## src/rtl/counter_cmd_arbiter.sv

```systemverilog
// counter_cmd_arbiter
// Shares one signed up/down counter between two command requesters. A
// round-robin arbiter grants one request per IDLE cycle. The command is latched,
// executed in EXEC, and answered with a one-cycle response tagged with the
// requester id. UP and DN results that would leave the signed range are
// rejected and leave the counter unchanged; there is no wrap and no clamp.
//
// Ports
//   clk, rst                  rising-edge clock, synchronous active-high reset
//   reqN_valid/op/data        command from port N (op: 00 READ, 01 LOAD, 10 UP, 11 DN)
//   reqN_ready                grant to port N this cycle (combinational, IDLE only)
//   q                         signed counter value (registered)
//   rsp_valid/rsp_id/rsp_ok   one-cycle response: requester id, 1 = applied
//   busy                      high while a latched command is executing
module counter_cmd_arbiter #(
    parameter int unsigned WIDTH = 8
) (
    input  logic             clk,
    input  logic             rst,
    input  logic             req0_valid,
    input  logic [1:0]       req0_op,
    input  logic [WIDTH-1:0] req0_data,
    output logic             req0_ready,
    input  logic             req1_valid,
    input  logic [1:0]       req1_op,
    input  logic [WIDTH-1:0] req1_data,
    output logic             req1_ready,
    output logic [WIDTH-1:0] q,
    output logic             rsp_valid,
    output logic             rsp_id,
    output logic             rsp_ok,
    output logic             busy
);

    localparam int unsigned OP_W = 2;
    localparam int unsigned EXT_W = WIDTH + 1;

    localparam logic [OP_W-1:0] OP_READ = 2'b00;
    localparam logic [OP_W-1:0] OP_LOAD = 2'b01;
    localparam logic [OP_W-1:0] OP_UP   = 2'b10;
    localparam logic [OP_W-1:0] OP_DN   = 2'b11;

    typedef enum logic {
        IDLE = 1'b0,
        EXEC = 1'b1
    } state_t;

    state_t          state;
    logic            rr_ptr;
    logic [OP_W-1:0] cmd_op;
    logic [WIDTH-1:0] cmd_data;
    logic            cmd_id;

    logic             gnt_any_c;
    logic             gnt_id_c;
    logic [OP_W-1:0]  gnt_op_c;
    logic [WIDTH-1:0] gnt_data_c;

    // Grant selection: rr_ptr only matters when both ports are asking.
    always_comb begin
        gnt_any_c  = (state == IDLE) && (req0_valid || req1_valid);
        gnt_id_c   = (req0_valid && req1_valid) ? rr_ptr : req1_valid;
        gnt_op_c   = gnt_id_c ? req1_op : req0_op;
        gnt_data_c = gnt_id_c ? req1_data : req0_data;
    end

    assign req0_ready = gnt_any_c && !gnt_id_c;
    assign req1_ready = gnt_any_c && gnt_id_c;
    assign busy       = (state == EXEC);

    logic [EXT_W-1:0] q_ext_c;
    logic [EXT_W-1:0] d_ext_c;
    logic [EXT_W-1:0] sum_c;
    logic [EXT_W-1:0] diff_c;
    logic             sum_fits_c;
    logic             diff_fits_c;
    logic [WIDTH-1:0] q_next_c;
    logic             ok_c;

    // Execute the latched command one bit wider; the result fits in WIDTH
    // signed bits exactly when the two top bits of the wide result agree.
    always_comb begin
        q_ext_c     = {q[WIDTH-1], q};
        d_ext_c     = {cmd_data[WIDTH-1], cmd_data};
        sum_c       = EXT_W'(q_ext_c + d_ext_c);
        diff_c      = EXT_W'(q_ext_c - d_ext_c);
        sum_fits_c  = (sum_c[WIDTH] == sum_c[WIDTH-1]);
        diff_fits_c = (diff_c[WIDTH] == diff_c[WIDTH-1]);
        q_next_c    = q;
        ok_c        = 1'b1;
        case (cmd_op)
            OP_READ: begin
                q_next_c = q;
                ok_c     = 1'b1;
            end
            OP_LOAD: begin
                q_next_c = cmd_data;
                ok_c     = 1'b1;
            end
            OP_UP: begin
                ok_c = sum_fits_c;
                if (sum_fits_c) begin
                    q_next_c = sum_c[WIDTH-1:0];
                end
            end
            OP_DN: begin
                ok_c = diff_fits_c;
                if (diff_fits_c) begin
                    q_next_c = diff_c[WIDTH-1:0];
                end
            end
            default: begin
                q_next_c = q;
                ok_c     = 1'b1;
            end
        endcase
    end

    // Control FSM with registered counter and response.
    always_ff @(posedge clk) begin
        if (rst) begin
            state     <= IDLE;
            rr_ptr    <= 1'b0;
            cmd_op    <= OP_READ;
            cmd_data  <= '0;
            cmd_id    <= 1'b0;
            q         <= '0;
            rsp_valid <= 1'b0;
            rsp_id    <= 1'b0;
            rsp_ok    <= 1'b0;
        end else begin
            rsp_valid <= 1'b0;
            case (state)
                IDLE: begin
                    if (gnt_any_c) begin
                        cmd_op   <= gnt_op_c;
                        cmd_data <= gnt_data_c;
                        cmd_id   <= gnt_id_c;
                        rr_ptr   <= ~gnt_id_c;
                        state    <= EXEC;
                    end
                end
                EXEC: begin
                    q         <= q_next_c;
                    rsp_valid <= 1'b1;
                    rsp_id    <= cmd_id;
                    rsp_ok    <= ok_c;
                    state     <= IDLE;
                end
                default: begin
                    state <= IDLE;
                end
            endcase
        end
    end

endmodule

```

## config.mk

```make
export PLATFORM = sky130hd
export DESIGN_NAME = counter_cmd_arbiter
export DESIGN_NICKNAME = d
export VERILOG_FILES = /design/src/rtl/counter_cmd_arbiter.sv
export SDC_FILE = /design/constraint.sdc
export NUM_CORES = 1
export LEC_CHECK = 0
export CORE_MARGIN = 2
export CORE_UTILIZATION = 51
export DETAILED_ROUTE_END_ITERATION = 8
export GPL_ROUTABILITY_DRIVEN = 1
export PLACE_DENSITY = 0.8
export SYNTH_ARGS = -nofsm -noshare
export SYNTH_HDL_FRONTEND = slang
export SYNTH_SLANG_ARGS = --single-unit
```

## constraint.sdc

```tcl
create_clock -name clk -period 3.6 [get_ports clk]
set_input_delay 0.72 -clock clk [delete_from_list [all_inputs] [get_ports clk]]
set_output_delay 0.72 -clock clk [all_outputs]
set_load 0.01 [all_outputs]
```

==> metrics.md <==
| Metric | Value |
|---|---|
| Grt total ovfl | 0 |
| Final period util | 81.8% |
| Post-CTS Setup Inserts | 0 |
| Die area | 3920 um^2 |
| Core area | 3310 um^2 |
| Fin. Hold Viols | 0 |
| LEAKAGE | 0.893 nW |
| HP Class | reg2reg |
| RePlAce Congestion | 0.890 |
| WP data required | 2.88 ns |
| Flops & latches, synth | 24 |
| Avg Vias per Cell | 5.72 |
| Synth Cell Area | 1750 um^2 |
| Depth of the worst hold-timing path | 2 |
| Slew headroom | 39.1% |
| Drt drc | 0 |
| Int Power | 0.464 mW |
| Min-Delay Endpoint | rsp_ok |
| Setup Total Neg Slack | 0 ns |
| I/O pins | 38 |
| Crit path launch type | primary input |
| CP arrival | 2.22 ns |
| Min Tclk post-route | 2.94 ns |
| Slowest CP cell | clkdlybuf4s50_1 |
| Critical R2R Capture | q[3] |
| Final Skew | 0.00115 ns |
| Max incr delay on CP | 0.61 ns |
| Synth Area in Adders | 13.7% |
| Fill count | 298 |
| Post-Synthesis Cells | 205 |
| DRT iter0 DRCs | 108 |
| Largest net degree at the start of global routing | 26 |
| Combinational family with the most area after synthesis | compound AO/OA/AOI/OAI gates |
| Hold_sp | rsp_ok |
| Critical path endpoint category | primary output |
| WL/cell | 15.0 um |
| Dpl ws | 0.694 ns |
| RR Startpoint | cmd_data[0] |
| Share of the synthesized area in the top cell type | 27.4% |
| Clock Latency Late Sink | 0.31 ns |
| Fmax | 0.340 GHz |
| Share of cells above drive strength 1 | 5.49% |
| Outcome | finished clean |
| Register Area | 480 um^2 |
| Cells on worst reg2reg path | 10 |
| Combinational power share | 34.4% |
| Initial antenna violation count | 0 |
| Vias | 1620 |
| Sequential cell area fraction in the yosys report | 27.4% |
| WS Path Type | in2out |
| Maximum vdd drop | 218 uV |
| Crit path cell chain | clkdlybuf4s50_1 > o211a_1 > clkdlybuf4s50_1 |
| H-tree depth | 1 |
| Die Y | 62.6 um |
| Most common cell after layout, fill and taps aside | clkdlybuf4s50_1 |
| Post-Place Cell Area | 2150 um^2 |
| Layout area overhead | 24.8% |
| CTS buffer count | 3 |
| Seq pwr share | 45.1% |
| Worst Path Max Fanout | 12 |
| NetSw | 0.229 mW |
| CTS tree | built |
| First-pass GRT wire length | 7270 um |
| Max cap viols | 0 |
| Routed Antenna Nets | 0 |
| Clock root cell | clkbuf_4 |
| Initial Util | 53.0% |
| Synth Area in Simple Gates | 16.6% |
| Die Wd | 62.6 um |
| Resized Gates After CTS | 0 |
| Switching Share | 33.1% |
| Row cnt | 21 |
| Final WL | 4250 um |
| Clk pwr share | 20.5% |
| Most used cell, CP | clkdlybuf4s50_1 |
| Synth Area in Compound Gates | 27.4% |
| Yosys warnings | 0 |
| RSZ-0062 raised after global routing | false |
| Library cells used by synthesis | 44 |
| Total Nets Final | 280 |
| First-pass DRT Iterations | 4 |
| Pins over their slew limit | 0 |
| Area taken by multi-input logic gates | 1140 um^2 |
| Biggest area consumer among synthesized cells | dfxtp_1 |
| Mux share of post-synthesis cell area | 3.99% |
| Port bufs | 37 |
| Reg-to-reg setup timing slack | 0.69 ns |
| Vias in the first global route | 1541 |
| Post-Synth XOR/XNOR Area | 3.50% |
| Design area | 2190 um^2 |
| Gr usage total | 22.9% |
| Worst Tran Pin Value | 0.911 ns |
| CTS max path bufs | 2 |
| Detailed placement HPWL | 3200 um |
| Synth Net Count | 247 |
| Clk slew on worst S/H paths | 0.13 ns |
| Final setup margin | 0.656 ns |
| Cts hold-fix bufs | 0 |
| PwrDens | 317 nW/um^2 |
| Syn_area_per_cell | 8.56 um^2 |
| Most frequent cells in the layout | 37 x clkdlybuf4s50_1, 29 x nor2_1, 24 x dfxtp_1 |
| N_diodes | 0 |
| Sink Count | 24 |
| Top cells by area, synth | dfxtp_1 27%, ha_1 11%, nor2_1 6.2% |
| Finish-stage setup viols | 0 |
layout make-up:
class	count	share of cell area (%)
inverter	21	3.60
tap	46	2.63
timing repair buffer	40	17.9
sequential	24	21.9
multi-input combinational	148	52.2
clock buffer	4	1.66
synth_stat cells (all sizes together):
cell,number
a221oi,2
nand3b,1
nor2b,4
nand2b,2
o21bai,2
a211oi,7
and3,1
a222oi,10
dfxtp,24
mux2i,7
o21a,2
xnor2,5
o31ai,4
nor2,29
a21o,2
o311ai,1
o41ai,1
a21oi,10
o21ai,9
nor3,6
or2,2
a31oi,1
a31o,1
nor4b,2
o31a,3
nand2,6
xor2,2
a221o,1
a22oi,1
fa,2
ha,16
a32oi,1
buf,3
clkbuf,9
a211o,1
o211a,2
inv,21
nor4,2
critical path: cells and delay by family:
kind / cells / cell delay (ns)
compound gates: 1 / 0.40
buf+inv: 2 / 1.10
cell families after synthesis:
kind of cell,count (synthesis)
AOI/OAI and AO/OA,61
and+or+nand+nor,55
buffers and inverters,33
DFF,24
adders and majority gates,18
xor gates and xnor gates,7
muxes,7
through the flow:
stage                     util [%]  power (mW)  instances  hold slack [ns]
after global placement        65.0       0.549        279            0.468
after CTS                     66.1       0.693        283            0.528
after floorplan                  -       0.473        205            0.457
final                         66.1       0.694        283            0.517
after detailed placement      65.0       0.552        279            0.497
after global routing          66.1       0.737        283            0.548
power groups by stage:
| stage | Clock (mW) | Combinational (mW) | Sequential, mW |
|---|---|---|---|
| 6_report | 0.142 | 0.239 | 0.313 |
| 2_1_floorplan | 0 | 0.165 | 0.307 |
| 3_5_place_dp | 0 | 0.234 | 0.318 |
| 3_3_place_gp | 0 | 0.232 | 0.317 |
| 4_1_cts | 0.143 | 0.237 | 0.313 |
| 5_1_grt | 0.157 | 0.263 | 0.317 |
how the worst max path moves through the flow:
| stage | start | end | cells past startpoint |
|---|---|---|---|
| after floorplan | q[1] | q[5] | 10 |
| after global placement | req1_valid | req1_ready | 3 |
| after detailed placement | req1_valid | req1_ready | 3 |
| after CTS | req1_valid | req1_ready | 3 |
| after global routing | q[1] | q[3] | 10 |
| final | req1_valid | req1_ready | 3 |
state kept, by name (all words and copies together), names as in the netlist:
signal / flops
rsp_ok: 1
q: 8
rr_ptr: 1
cmd_op: 2
busy: 1
cmd_id: 1
cmd_data: 8
rsp_id: 1
rsp_valid: 1
routing by layer:
| metal | routed length (um) | vias to the layer above | track usage, % | part of all wire (%) |
|---|---|---|---|---|
| met5 | 0 | - | 0 | 0 |
| met4 | 25 | 0 | 6.67 | 0.59 |
| met3 | 152 | 2 | 1.44 | 3.6 |
| li1 | - | 808 | - | - |
| met1 | 2030 | 764 | 31.6 | 48 |
| met2 | 2040 | 46 | 38.6 | 48 |
Note: power is estimated with default switching activity, not from simulation.
